**config.mk**
```make
export PLATFORM = sky130hd
export DESIGN_NAME = hazard_fwd_unit_flat
export DESIGN_NICKNAME = d
export VERILOG_FILES = /design/src/rtl/hazard_fwd_unit_if.sv /design/src/rtl/hazard_fwd_unit.sv /design/src/flat_wrapper.sv
export SDC_FILE = /design/constraint.sdc
export NUM_CORES = 1
export LEC_CHECK = 0
export ABC_AREA = 1
export CORE_UTILIZATION = 46
export CTS_CLUSTER_DIAMETER = 200
export DETAILED_ROUTE_END_ITERATION = 10
export MAX_ROUTING_LAYER = met4
export PLACE_DENSITY = 0.74
export SLEW_MARGIN = 0
export SYNTH_ARGS = -nofsm -noshare
export SYNTH_HDL_FRONTEND = slang
export SYNTH_SLANG_ARGS = --single-unit
```
**constraint.sdc**
```tcl
create_clock -name i_clk -period 1.78 [get_ports i_clk]
set_clock_uncertainty 0.1 [all_clocks]
set_input_delay 0.267 -clock i_clk [delete_from_list [all_inputs] [get_ports i_clk]]
set_output_delay 0.267 -clock i_clk [all_outputs]
set_load 0.02 [all_outputs]
```
**src/rtl/hazard_fwd_unit_if.sv**
```systemverilog
// Pipeline-side bundle for hazard_fwd_unit.
//   slave  : seen by the hazard/forwarding unit (ID/EX/MEM state in, selects and stalls out)
//   master : seen by the pipeline that drives the stage state and consumes the results
// Signals:
//   id_*     operands / kind of the instruction in ID, flush kills it
//   ex_*     destination, write-enable, load flag and mc-issue of the instruction in EX
//   mem_*    destination and write-enable of the instruction in MEM
//   fwa/fwb  registered EX operand selects (00 regfile, 10 EX/MEM, 01 MEM/WB)
//   stall    combinational pipeline hold request
//   mc_busy, mc_wb_req  multi-cycle scoreboard status
//   stall_cnt           saturating stalled-cycle counter
interface hazard_fwd_unit_if #(
    parameter int unsigned ADDR_W = 5,
    parameter int unsigned CNT_W  = 16
);
    logic [ADDR_W-1:0] id_rs1;
    logic [ADDR_W-1:0] id_rs2;
    logic              id_use_rs1;
    logic              id_use_rs2;
    logic              id_is_mc;
    logic              flush;
    logic [ADDR_W-1:0] ex_rd;
    logic              ex_regwen;
    logic              ex_is_load;
    logic              ex_mc_issue;
    logic [ADDR_W-1:0] mem_rd;
    logic              mem_regwen;
    logic [1:0]        fwa;
    logic [1:0]        fwb;
    logic              stall;
    logic              mc_busy;
    logic              mc_wb_req;
    logic [CNT_W-1:0]  stall_cnt;

    modport slave (
        input  id_rs1, id_rs2, id_use_rs1, id_use_rs2, id_is_mc, flush,
        input  ex_rd, ex_regwen, ex_is_load, ex_mc_issue, mem_rd, mem_regwen,
        output fwa, fwb, stall, mc_busy, mc_wb_req, stall_cnt
    );

    modport master (
        output id_rs1, id_rs2, id_use_rs1, id_use_rs2, id_is_mc, flush,
        output ex_rd, ex_regwen, ex_is_load, ex_mc_issue, mem_rd, mem_regwen,
        input  fwa, fwb, stall, mc_busy, mc_wb_req, stall_cnt
    );
endinterface

```
**src/rtl/hazard_fwd_unit.sv**
```systemverilog
// Registered forwarding-select and hazard-detection unit for the 5-stage core.
// Ports:
//   i_clk    core clock
//   i_rst_n  synchronous active-low reset
//   bus      hazard_fwd_unit_if.slave: ID/EX/MEM pipeline state in; fwa/fwb, stall,
//            mc_busy, mc_wb_req and stall_cnt out
// The EX operand selects are computed for the instruction in ID and registered so they are
// valid when that instruction reaches EX. One outstanding multi-cycle op is tracked with a
// countdown; dependents and further multi-cycle ops stall until its write-back cycle.
module hazard_fwd_unit #(
    parameter int unsigned ADDR_W = 5,
    parameter int unsigned MC_LAT = 34,
    parameter int unsigned CNT_W  = 16
) (
    input  logic                  i_clk,
    input  logic                  i_rst_n,
    hazard_fwd_unit_if.slave      bus
);
    localparam int unsigned CntW = $clog2(MC_LAT + 1);

    typedef enum logic {StIdle, StBusy} mc_state_e;

    mc_state_e         r_state;
    mc_state_e         w_state_d;
    logic [CntW-1:0]   r_cnt;
    logic [CntW-1:0]   w_cnt_d;
    logic [ADDR_W-1:0] r_mc_rd;
    logic [ADDR_W-1:0] w_mc_rd_d;
    logic [1:0]        r_fwa;
    logic [1:0]        r_fwb;
    logic [CNT_W-1:0]  r_stall_cnt;

    logic w_rs1_ex, w_rs2_ex, w_rs1_mem, w_rs2_mem;
    logic w_busy, w_wb_req, w_lu_stall, w_sb_stall, w_stall;
    logic [1:0] w_fwa_sel, w_fwb_sel;

    // x0 never matches: a zero destination is treated as "no write".
    assign w_rs1_ex  = bus.id_use_rs1 & bus.ex_regwen & (bus.ex_rd != '0)
                       & (bus.ex_rd == bus.id_rs1);
    assign w_rs2_ex  = bus.id_use_rs2 & bus.ex_regwen & (bus.ex_rd != '0)
                       & (bus.ex_rd == bus.id_rs2);
    assign w_rs1_mem = bus.id_use_rs1 & bus.mem_regwen & (bus.mem_rd != '0)
                       & (bus.mem_rd == bus.id_rs1);
    assign w_rs2_mem = bus.id_use_rs2 & bus.mem_regwen & (bus.mem_rd != '0)
                       & (bus.mem_rd == bus.id_rs2);

    assign w_busy   = (r_state == StBusy);
    assign w_wb_req = w_busy & (r_cnt == CntW'(1));

    assign w_lu_stall = bus.ex_is_load & (w_rs1_ex | w_rs2_ex);
    assign w_sb_stall = w_busy & ((bus.id_use_rs1 & (bus.id_rs1 == r_mc_rd) & (r_mc_rd != '0))
                                | (bus.id_use_rs2 & (bus.id_rs2 == r_mc_rd) & (r_mc_rd != '0))
                                | bus.id_is_mc);
    // Flush wins; stall is also masked while reset is asserted.
    assign w_stall = (w_lu_stall | w_sb_stall) & ~bus.flush & i_rst_n;

    // EX match has priority over MEM match; a matching load never reaches here unstalled.
    assign w_fwa_sel = w_rs1_ex ? 2'b10 : (w_rs1_mem ? 2'b01 : 2'b00);
    assign w_fwb_sel = w_rs2_ex ? 2'b10 : (w_rs2_mem ? 2'b01 : 2'b00);

    always_comb begin
        w_state_d = r_state;
        w_cnt_d   = r_cnt;
        w_mc_rd_d = r_mc_rd;
        unique case (r_state)
            StIdle: begin
                if (bus.ex_mc_issue) begin
                    w_state_d = StBusy;
                    w_cnt_d   = CntW'(MC_LAT);
                    w_mc_rd_d = bus.ex_rd;
                end
            end
            StBusy: begin
                // Issue while busy is impossible by construction and is ignored here.
                if (r_cnt == CntW'(1)) begin
                    w_state_d = StIdle;
                    w_cnt_d   = '0;
                end else begin
                    w_cnt_d = r_cnt - CntW'(1);
                end
            end
            default: begin
                w_state_d = StIdle;
                w_cnt_d   = '0;
            end
        endcase
    end

    always_ff @(posedge i_clk) begin
        if (!i_rst_n) begin
            r_state     <= StIdle;
            r_cnt       <= '0;
            r_mc_rd     <= '0;
            r_fwa       <= 2'b00;
            r_fwb       <= 2'b00;
            r_stall_cnt <= '0;
        end else begin
            r_state <= w_state_d;
            r_cnt   <= w_cnt_d;
            r_mc_rd <= w_mc_rd_d;
            if (w_stall || bus.flush) begin
                r_fwa <= 2'b00;
                r_fwb <= 2'b00;
            end else begin
                r_fwa <= w_fwa_sel;
                r_fwb <= w_fwb_sel;
            end
            if (w_stall && (r_stall_cnt != '1)) begin
                r_stall_cnt <= r_stall_cnt + CNT_W'(1);
            end
        end
    end

    assign bus.fwa       = r_fwa;
    assign bus.fwb       = r_fwb;
    assign bus.stall     = w_stall;
    assign bus.mc_busy   = w_busy;
    assign bus.mc_wb_req = w_wb_req;
    assign bus.stall_cnt = r_stall_cnt;
endmodule

```
**src/flat_wrapper.sv**
```systemverilog
// flat-port wrapper written by rule: the top's interface ports become plain ports
module hazard_fwd_unit_flat 
#(
    parameter int unsigned ADDR_W = 5,
    parameter int unsigned MC_LAT = 34,
    parameter int unsigned CNT_W  = 16
)
  (i_clk, i_rst_n, bus_id_rs1, bus_id_rs2, bus_id_use_rs1, bus_id_use_rs2, bus_id_is_mc, bus_flush, bus_ex_rd, bus_ex_regwen, bus_ex_is_load, bus_ex_mc_issue, bus_mem_rd, bus_mem_regwen, bus_fwa, bus_fwb, bus_stall, bus_mc_busy, bus_mc_wb_req, bus_stall_cnt);
  hazard_fwd_unit_if #(.ADDR_W(ADDR_W), .CNT_W(CNT_W)) bus_i ();
  input  logic i_clk;
  input  logic i_rst_n;
  input wire logic [$bits(bus_i.id_rs1)-1:0] bus_id_rs1;
  input wire logic [$bits(bus_i.id_rs2)-1:0] bus_id_rs2;
  input wire logic [$bits(bus_i.id_use_rs1)-1:0] bus_id_use_rs1;
  input wire logic [$bits(bus_i.id_use_rs2)-1:0] bus_id_use_rs2;
  input wire logic [$bits(bus_i.id_is_mc)-1:0] bus_id_is_mc;
  input wire logic [$bits(bus_i.flush)-1:0] bus_flush;
  input wire logic [$bits(bus_i.ex_rd)-1:0] bus_ex_rd;
  input wire logic [$bits(bus_i.ex_regwen)-1:0] bus_ex_regwen;
  input wire logic [$bits(bus_i.ex_is_load)-1:0] bus_ex_is_load;
  input wire logic [$bits(bus_i.ex_mc_issue)-1:0] bus_ex_mc_issue;
  input wire logic [$bits(bus_i.mem_rd)-1:0] bus_mem_rd;
  input wire logic [$bits(bus_i.mem_regwen)-1:0] bus_mem_regwen;
  output wire logic [$bits(bus_i.fwa)-1:0] bus_fwa;
  output wire logic [$bits(bus_i.fwb)-1:0] bus_fwb;
  output wire logic [$bits(bus_i.stall)-1:0] bus_stall;
  output wire logic [$bits(bus_i.mc_busy)-1:0] bus_mc_busy;
  output wire logic [$bits(bus_i.mc_wb_req)-1:0] bus_mc_wb_req;
  output wire logic [$bits(bus_i.stall_cnt)-1:0] bus_stall_cnt;
  assign bus_i.id_rs1 = bus_id_rs1;
  assign bus_i.id_rs2 = bus_id_rs2;
  assign bus_i.id_use_rs1 = bus_id_use_rs1;
  assign bus_i.id_use_rs2 = bus_id_use_rs2;
  assign bus_i.id_is_mc = bus_id_is_mc;
  assign bus_i.flush = bus_flush;
  assign bus_i.ex_rd = bus_ex_rd;
  assign bus_i.ex_regwen = bus_ex_regwen;
  assign bus_i.ex_is_load = bus_ex_is_load;
  assign bus_i.ex_mc_issue = bus_ex_mc_issue;
  assign bus_i.mem_rd = bus_mem_rd;
  assign bus_i.mem_regwen = bus_mem_regwen;
  assign bus_fwa = bus_i.fwa;
  assign bus_fwb = bus_i.fwb;
  assign bus_stall = bus_i.stall;
  assign bus_mc_busy = bus_i.mc_busy;
  assign bus_mc_wb_req = bus_i.mc_wb_req;
  assign bus_stall_cnt = bus_i.stall_cnt;
  hazard_fwd_unit #(.ADDR_W(ADDR_W), .MC_LAT(MC_LAT), .CNT_W(CNT_W)) u_core (.i_clk(i_clk), .i_rst_n(i_rst_n), .bus(bus_i));
endmodule
```
-- Word level (Yosys, flattened, before mapping)
Index checks and enable logic that the tools add are counted.
- memory bits (read-only): 0
- bits in writable memories: 0
- output and inout bits: 23
- latch bits: 0
- memories: 0
- bits of input ports: 30
- logic and storage cells: 66
- bits in registers: 32
- shifts and indexed selects: 0
- reduce and logical (&&, ||, !) cells: 9
- bitwise gates (word level): 28
- add/sub/neg operators: 2
- magnitude comparators: 0
- div/mod/pow operators: 0
- multipliers: 0
- equality and inequality tests: 9
- multiplexer cells: 10
- operator list (operator ; number):
    == test 5 bit ; 6
    bitwise AND 1 bit ; 21
    adder 16 x 1 -> 16 bit (second input constant) ; 1
    inequality test 16 bit (second input constant) ; 1
    nonzero test 5 bit ; 3
    2-to-1 mux 6 bit ; 2
    one-hot mux 6 bit (2 select lines) ; 1
    == test 6 x 1 -> 1 bit (second input constant) ; 1
    OR reduction 3 bit ; 2
    subtractor 6 x 1 -> 6 bit (second input constant) ; 1
    2-to-1 mux 1 bit ; 4
    2-to-1 mux 2 bit ; 2
    bitwise OR 1 bit ; 4
    inverter 1 bit ; 3
    inequality test 2 bit (second input constant) ; 1
    one-hot mux 1 bit (2 select lines) ; 1
    AND reduction 2 bit ; 1
    OR reduction 2 bit ; 1
    logical AND 1 bit ; 1
    logical OR 1 bit ; 1

-- Depth between registers and ports, before layout
Gate-level depths: netlist (run 1).
- depth after elaboration: 11
- mapped depth: 14
- mapped depth without buffers: 13

-- Worst setup path before layout (run 1)
No wires, ideal clock.
- kind: reg-to-reg
- start: register u_core.r_stall_cnt[0], in the netlist u_core.bus.stall_cnt[0]
- end: register u_core.r_stall_cnt[5], in the netlist u_core.bus.stall_cnt[5]
- period minus slack after synthesis: 1.880 ns
- data arrival time: 1.670 ns
- stages on the path, launching flop included: 13
- data required time: 1.570 ns
- path buffers: 0
- library setup time: 0.110 ns
- slack: -0.100 ns
- cell sequence: dfxtp_1 -> ha_1 -> nand2_2 -> nor3_4 -> nand3_2 -> nor2_2 -> nor2_1 -> nand3_1 -> inv_1 -> nand3_2 -> nand2_1 -> inv_1 -> nor2_1
- word-level cells in the longest chain between the ends: 2
- elaborated cells between the ends (all ways): 3
- those cells by class: add/sub: 1; eq/ne: 1; reduce/logical: 1
- RTL lines (item ; line ; RTL):
    from (decl) ; hazard_fwd_unit.sv:31 ; logic [CNT_W-1:0] r_stall_cnt;
    from (signal assigned) ; hazard_fwd_unit.sv:109 ; r_stall_cnt <= r_stall_cnt + CNT_W'(1);
    parallel branches: the longest is 2 deep, another holds adder 16 x 1 -> 16 bit ; - ;
Parallel ways; which one is timed is not known.
A chain may end at the register's enable or synchronous reset.

-- Final worst setup path (run 1)
- start: register u_core.r_mc_rd[2]
- end: output bus_stall
- word-level cells in the longest chain between the ends: 9
- elaborated cells between the ends (all ways): 13
- those cells by class: eq/ne: 2; bitwise: 10; reduce/logical: 1
- RTL lines (item ; line ; RTL):
    from (decl) ; hazard_fwd_unit.sv:27 ; logic [ADDR_W-1:0] r_mc_rd;
    from (signal assigned) ; hazard_fwd_unit.sv:100 ; r_mc_rd <= w_mc_rd_d;
    == test 5 bit (on tied branches) ; hazard_fwd_unit.sv:51, hazard_fwd_unit.sv:52 ;
    bitwise AND 1 bit (on tied branches) (2 in a row) ; hazard_fwd_unit.sv:51, hazard_fwd_unit.sv:52 ;
    bitwise OR 1 bit (*) ; hazard_fwd_unit.sv:52 ; | (bus.id_use_rs2 & (bus.id_rs2 == r_mc_rd) & (r_mc_rd != '0))
    bitwise OR 1 bit (*) ; hazard_fwd_unit.sv:53 ; | bus.id_is_mc);
    bitwise AND 1 bit (*) ; hazard_fwd_unit.sv:51 ; assign w_sb_stall = w_busy & ((bus.id_use_rs1 & (bus.id_rs1 == r_mc_rd) & (r_mc_rd != '0))
    bitwise OR 1 bit (*) ; hazard_fwd_unit.sv:55 ; assign w_stall = (w_lu_stall | w_sb_stall) & ~bus.flush & i_rst_n;
    bitwise AND 1 bit (*) (2 in a row) ; hazard_fwd_unit.sv:55 ;
    to (decl) ; flat_wrapper.sv:26 ; output wire logic [$bits(bus_i.stall)-1:0] bus_stall;
Mark *: on every way between the ends. The rest lies on a longest branch, timed or not.

==> impl_results.md, run 1 <==
* Slew HR at 0.738
* Leakage at 1.63 nW
* Clock Root Buffer: clkbuf_8
* Core area at 4850 µm²
* Hold crit path type: input port to flop
* Ports at 53
* Worst setup path end: bus_stall
* CTS Sinks at 32
* Worst path slowest cell: dfxtp_4
* Count leader, synth: nand2_1
* R2r endpoint: u_core.bus.stall_cnt[15]
* Synth cell count leaders: nand2_1 (89), inv_1 (70), nor2_1 (44)
* Sequential fraction of the synthesis area at 0.268
* DR vias at about 2700
* TritonCTS clock tree: yes
* Final #Nets at ~500
* Largest stage delay, worst path at 0.37 ns
* Via/cell ratio at 4.97
* Worst Path Required at 1.41 ns
* Hpwl dp at around 4800 µm
* Largest net degree at the start of global routing at 32
* Crit path time final at 1.88 ns
* Slew @ Worst Pin at 0.393 ns
* DRT antenna net count at 0
* Critical path endpoint category: output pin
* Fin worst setup slack at -0.105 ns
* Mapped Nets at 407
* Clk slew on worst S/H paths at approximately 0.07 ns
* Worst path most repeated cell: nand2_2
* Failing checks: negative setup slack
* Worst flop-to-flop path startpoint: u_core.bus.stall_cnt[0]
* Worst slack at placement at -0.816 ns
* Hold_ws at approximately 0.38 ns
* Async S/R FF share, synth at 0
* Initial detailed-routing violation count at roughly 130
* Final hold vios at 0
* Die width at ~74 µm
* Unrepaired setup endpoints after global routing: true
* Peak VDD IR at 0.610 mV
* Row Count at 25
* CP startpoint: u_core.r_mc_rd[2]
* Fill count at approximately 430
* Detailed Routing Iterations Pass 1 at 5
* Netlist cell types at 32
* GRT Resource Usage Total at 0.265
* Vias in the first global route at between 2000 and 3000
* GP Congestion at ~1.1
* Routed wire length at ~6500 µm
* DIE AREA at 5480 µm²
* Syn Std Cell Area at between 2000 and 2500 µm²
* # DRC at 0
* Crit Path Category: flop to output pin
* First-pass GRT wire length at 10900 µm
* R2R cell count at 11
* Starting Density at 0.493
* Tcrit/Tclk final at 1.06
* Fmax at about 530 MHz
* Layout cells sized above 1 at 0.266
* Post-Synth Simple-Gate Area at 0.447
* Mean area per synthesized cell at 6.39 µm²
* Chip height at 74.1 µm
* XOR/XNOR Fraction of Synth Area at 0.0293
* Initial antenna violation count at 0
* Synthesized flop and latch total at 32
* # setup viols final at 1
* Synth Flop Type: dfxtp_1
* Worst R2R Setup Slack at roughly 0.080 ns
* Crit path cell chain: inv_2, nand2_2, nand2_2, nor2_2, nand4_1, nand3_1, nand2_2, nand2_4, nand2_2, inv_2, buf_6
* Port bufs at 52
* Fin. max-slew vios at 0
* Area Overhead vs Synth at 42.5%
* PD cells at ~530 nW/µm²
* Synth top area share at 0.268
* Yosys warnings at 0
* Synth Area in Compound Gates at 0.0932
* Portion of netlist area occupied by mux cells at 0
* Clk_lat worst skew at 0.29 ns
* Total CTS buffers at 5
* H-tree levels at 2
* # diodes at 0
* MaxCap Viol Count at 0
* Status: complete, but fails checks
* Setup crit start kind: flop
* Grt ovf at 0
* WL/cell at 12.2 µm
* CTS Buffer Depth at 2
* CP max FO at 4
* Final Core Density at 0.702
* Main combinational cell family by area after synthesis: simple AND/OR/NAND/NOR gates
* Dominant cell type by area after synthesis: dfxtp_1
* WP data arrival at about 1.5 ns
* Worst hold start: bus_ex_rd[3]
* Post-Synth Adder-Cell Area at 0.0157
* Area contributors post-synth: dfxtp_1 (27%), nand2_1 (14%), inv_1 (11%)
* Syn Inst Count at ~370
* Post-synth EDFFs at 0
-- what timing repair did --
action / in CTS / in global routing
setup endpoints to repair: 18 / 23
resized for setup: 46 / 25
pin swaps: 7 / 10
buffers inserted: 2 / 3
hold buffers: 0 / 0
endpoints found under the hold margin: 0 / 0
gates cloned: 1 / 0
-- through the flow --
stage                     std cells  instance area [µm²]  TNS, ns  total power, mW
after floorplan                 374                 2390        0             1.03
after global placement          521                 3200    -9.41             1.21
after detailed placement        521                 3200    -9.98             1.22
after CTS                       532                 3360   -0.149             1.83
after global routing            534                 3400   -0.703             1.91
final                           534                 3400   -0.105             1.81
-- layout by cell type, fill, tap and decap left out, drive strengths merged --
| cell | n |
|---|---|
| nor3 | 8 |
| buf | 43 |
| clkinv | 2 |
| clkdlybuf4s50 | 28 |
| clkbuf | 7 |
| nand3 | 28 |
| dfxtp | 32 |
| nand4 | 26 |
| xor2 | 4 |
| nor3b | 1 |
| dlymetal6s2s | 4 |
| nand2 | 95 |
| a221oi | 4 |
| o211ai | 3 |
| o22ai | 4 |
| o21ai | 11 |
| dlygate4sd2 | 18 |
| ha | 3 |
| nor2 | 52 |
| a21oi | 14 |
| xnor2 | 4 |
| a22oi | 2 |
| inv | 74 |
-- how the worst min path moves through the flow --
stage	end	slack, ns	depth (start not counted)
detailed placement	u_core.r_mc_rd[3]	0.40	2
floorplan	u_core.r_mc_rd[2]	0.31	2
finish	u_core.r_mc_rd[3]	0.38	3
global placement	u_core.r_cnt[2]	0.40	2
global route	u_core.r_mc_rd[2]	0.42	3
CTS	u_core.r_mc_rd[3]	0.38	3
-- kinds of logic after synthesis --
| group | count (synthesis) |
|---|---|
| simple gates | 210 |
| buf+inv | 83 |
| compound gates | 38 |
| flops | 32 |
| xor+xnor | 8 |
| fa+ha+maj | 3 |
-- state kept, by name (all words and copies together) (netlist names) --
name / cells
u_core.bus.fwa: 2
u_core.bus.fwb: 2
u_core.bus.mc_busy: 1
u_core.bus.stall_cnt: 16
u_core.r_cnt: 6
u_core.r_mc_rd: 5
-- final cells by class --
class | count | area (µm²) | share of cell area
Inverter | 74 | 278 | 0.0816
Clock inverter | 2 | 10.0 | 0.00294
Sequential cell | 32 | 654 | 0.192
Tap cell | 67 | 83.8 | 0.0246
Clock buffer | 6 | 82.6 | 0.0243
Timing Repair Buffer | 94 | 840 | 0.247
Multi-Input combinational cell | 259 | 1460 | 0.428
-- worst max-delay path: cells and delay by family (launching register included) --
kind / cells / cell delay, ns
buffers and inverters: 3 / 0.22
flip-flops: 1 / 0.37
AND/OR/NAND/NOR: 8 / 0.63
-- routing by layer --
metal  vias up  wire (µm)  track usage
met5         -          0            -
met3         7        363       0.0664
li1       1389          -            -
met4         0         73       0.0705
met2        74       3170        0.435
met1      1186       2910        0.321
-- report_power, final --
part           internal, mW  switching (mW)
clock network         0.308           0.275
registers             0.746          0.0283
logic                 0.204           0.248
(Power assumes the default switching activity.)
==> run 2: changes to the inputs <==
Settings changed: CORE_UTILIZATION 46 to 58, DONT_BUFFER_PORTS from default to 1, PLACE_DENSITY 0.74 to 0.73.
==> impl_results.md, run 2 (synthesis gave the netlist of run 1 again) <==
* DR vias at 2436 (-8.3%)
* Chip height at 66.2 µm (-11%)
* Status: complete, but fails checks
* Via/cell ratio at 5.43 (+9.1%)
* GRT Resource Usage Total at 0.309 (+0.0444)
* Slew HR at 0.590 (-0.148)
* First-pass GRT wire length at 10000 µm (-7.7%)
* Peak VDD IR at 0.533 mV (-13%)
* DRT antenna net count at 0 (unchanged)
* CTS Sinks at 32 (unchanged)
* Grt ovf at 0 (unchanged)
* Port bufs at 0 (-100%)
* Routed wire length at 6050 µm (-7.2%)
* Vias in the first global route at 2288 (-8.5%)
* PD cells at 673 nW/µm² (+27%)
* Clk_lat worst skew at 0.29 ns (about the same)
* Hold crit path type: input port to flop
* Ports at 53 (unchanged)
* Slew @ Worst Pin at 0.613 ns (+0.220 ns)
* Largest stage delay, worst path at 0.33 ns (-0.04 ns)
* # diodes at 0 (unchanged)
* TritonCTS clock tree: yes
* H-tree levels at 2 (unchanged)
* Power, Total at 1.88 mW (+4.1%)
* Unrepaired setup endpoints after global routing: true
* DIE AREA at 4380 µm² (-20%)
* Buf/Inv on CP at 2 (-1)
* Leakage at 1.32 nW (-19%)
* Clk slew on worst S/H paths at 0.07 ns (about the same)
* GP Congestion at 0.949 (-11%)
* Final hold vios at 0 (unchanged)
* Post-DP Area at 2570 µm² (-20%)
* Area Overhead vs Synth at 17.2%
* Initial detailed-routing violation count at 190 (+43%)
* Crit path time final at 1.79 ns (-0.0911 ns)
* Crit path cell chain: inv_2, nand2_1, nand2_1, nand2_1, nor2_1, nand3_1, nand3_1, nand2_2, nand2_4, nand2_4, inv_4
* Most common cell after layout, fill and taps aside: nand2_1
* CP max FO at 4 (unchanged)
* Clock Root Buffer: clkbuf_8
* Post-Layout Cell Count at 449 (-16%)
* Hpwl dp at 4310 µm (-10%)
* Critical path endpoint category: output pin
* Placed instance count at 436 (-16%)
* Worst path slowest cell: dfxtp_2
* Final #Nets at 433 (-13%)
* MaxCap Viol Count at 0 (unchanged)
* Commonest non-fill, non-tap cells in the layout: nand2_1 (87), inv_1 (66), nor2_1 (42)
* Setup crit start kind: flop
* Total CTS buffers at 5 (unchanged)
* # DRC at 0 (unchanged)
* Core area at 3800 µm² (-22%)
* WP data arrival at 1.43 ns (-0.09 ns)
* Worst path most repeated cell: nand2_1
* Crit Path Category: flop to output pin
* Row Count at 22 (-12%)
* Max reg flops at 16 (unchanged)
* Finished Cell Area at 2800 µm² (-18%)
* WL/cell at 13.5 µm (+10%)
* Initial antenna violation count at 0 (unchanged)
* Detailed Routing Iterations Pass 1 at 5 (unchanged)
* Delay-heaviest family, CP: simple AND/OR/NAND/NOR gates
* Fin worst setup slack at -0.0139 ns (+0.0911 ns)
* Worst Path Required at 1.41 ns (about the same)
* CTS Buffer Depth at 2 (unchanged)
* Largest net degree at the start of global routing at 15 (-53%)
* Die width at 66.2 µm (-11%)
* Layout cells sized above 1 at 0.222 (-0.0436)
* Failing checks: negative setup slack
* Starting Density at 0.629 (+0.136)
* Tcrit/Tclk final at 1.01 (-0.0512)
* Fin. max-slew vios at 0 (unchanged)
* # setup viols final at 1 (unchanged)
* Fmax at 557 MHz (+5.1%)
run 2: cell type report:
cell class,instances,area [µm²]
Inverter,74,280
Timing Repair Buffer,28,246
Multi-Input combinational cell,259,1440
Fill cell,314,998
Clock inverter,1,30.0
Sequential cell,32,652
Clock buffer,7,96.3
Tap cell,48,60.1
run 2: layer usage:
metal | vias to the layer above | GRT usage | routed length, µm
met5 | - | - | 0
met4 | 0 | 0.101 | 51
met3 | 6 | 0.0517 | 369
met2 | 78 | 0.524 | 2960
met1 | 1102 | 0.371 | 2670
li1 | 1250 | - | -
run 2: final timing paths:
kind / start / end / slack, ns / cells past startpoint
setup reg to reg: u_core.r_mc_rd[4] / u_core.bus.stall_cnt[12] / 0.03 / 15
hold reg to reg: u_core.r_mc_rd[3] / u_core.r_mc_rd[3] / 0.39 / 2
setup / recovery: u_core.r_mc_rd[4] / bus_stall / -0.01 / 11
hold / removal: i_rst_n / u_core.r_mc_rd[3] / 0.01 / 2
run 2: per-stage QoR:
stage / setup slack [ns] / utilization / hold slack (ns) / TNS, ns
floorplan: 0.0568 / - / 0.305 / 0
global placement: 0.119 / 0.676 / 0.291 / 0
detailed placement: 0.0489 / 0.676 / 0.292 / 0
CTS: 0.00104 / 0.722 / 0.00206 / 0
global route: -0.0888 / 0.737 / 0.00511 / -0.758
finish: -0.0139 / 0.737 / 0.0119 / -0.0139
run 2: worst reg2reg max path: cells and delay by family, from the launching register on:
kind                   cells  cell delay [ns]
buffers and inverters      4             0.44
and+or+nand+nor           11             0.81
DFF                        1             0.33
run 2: power breakdown:
group | internal (mW) | switching, mW
logic | 0.130 | 0.193
clock network | 0.494 | 0.290
registers | 0.746 | 0.0307
total | 1.37 | 0.514
run 2: timing repair:
| item | CTS | global route |
|---|---|---|
| pin swaps | 3 | 6 |
| gates resized for setup | 14 | 10 |
| hold buffers | 2 | 0 |
| setup buffers | 1 | 2 |
| hold endpoints to repair | 14 | 0 |
| endpoints found under the setup margin | 1 | 17 |
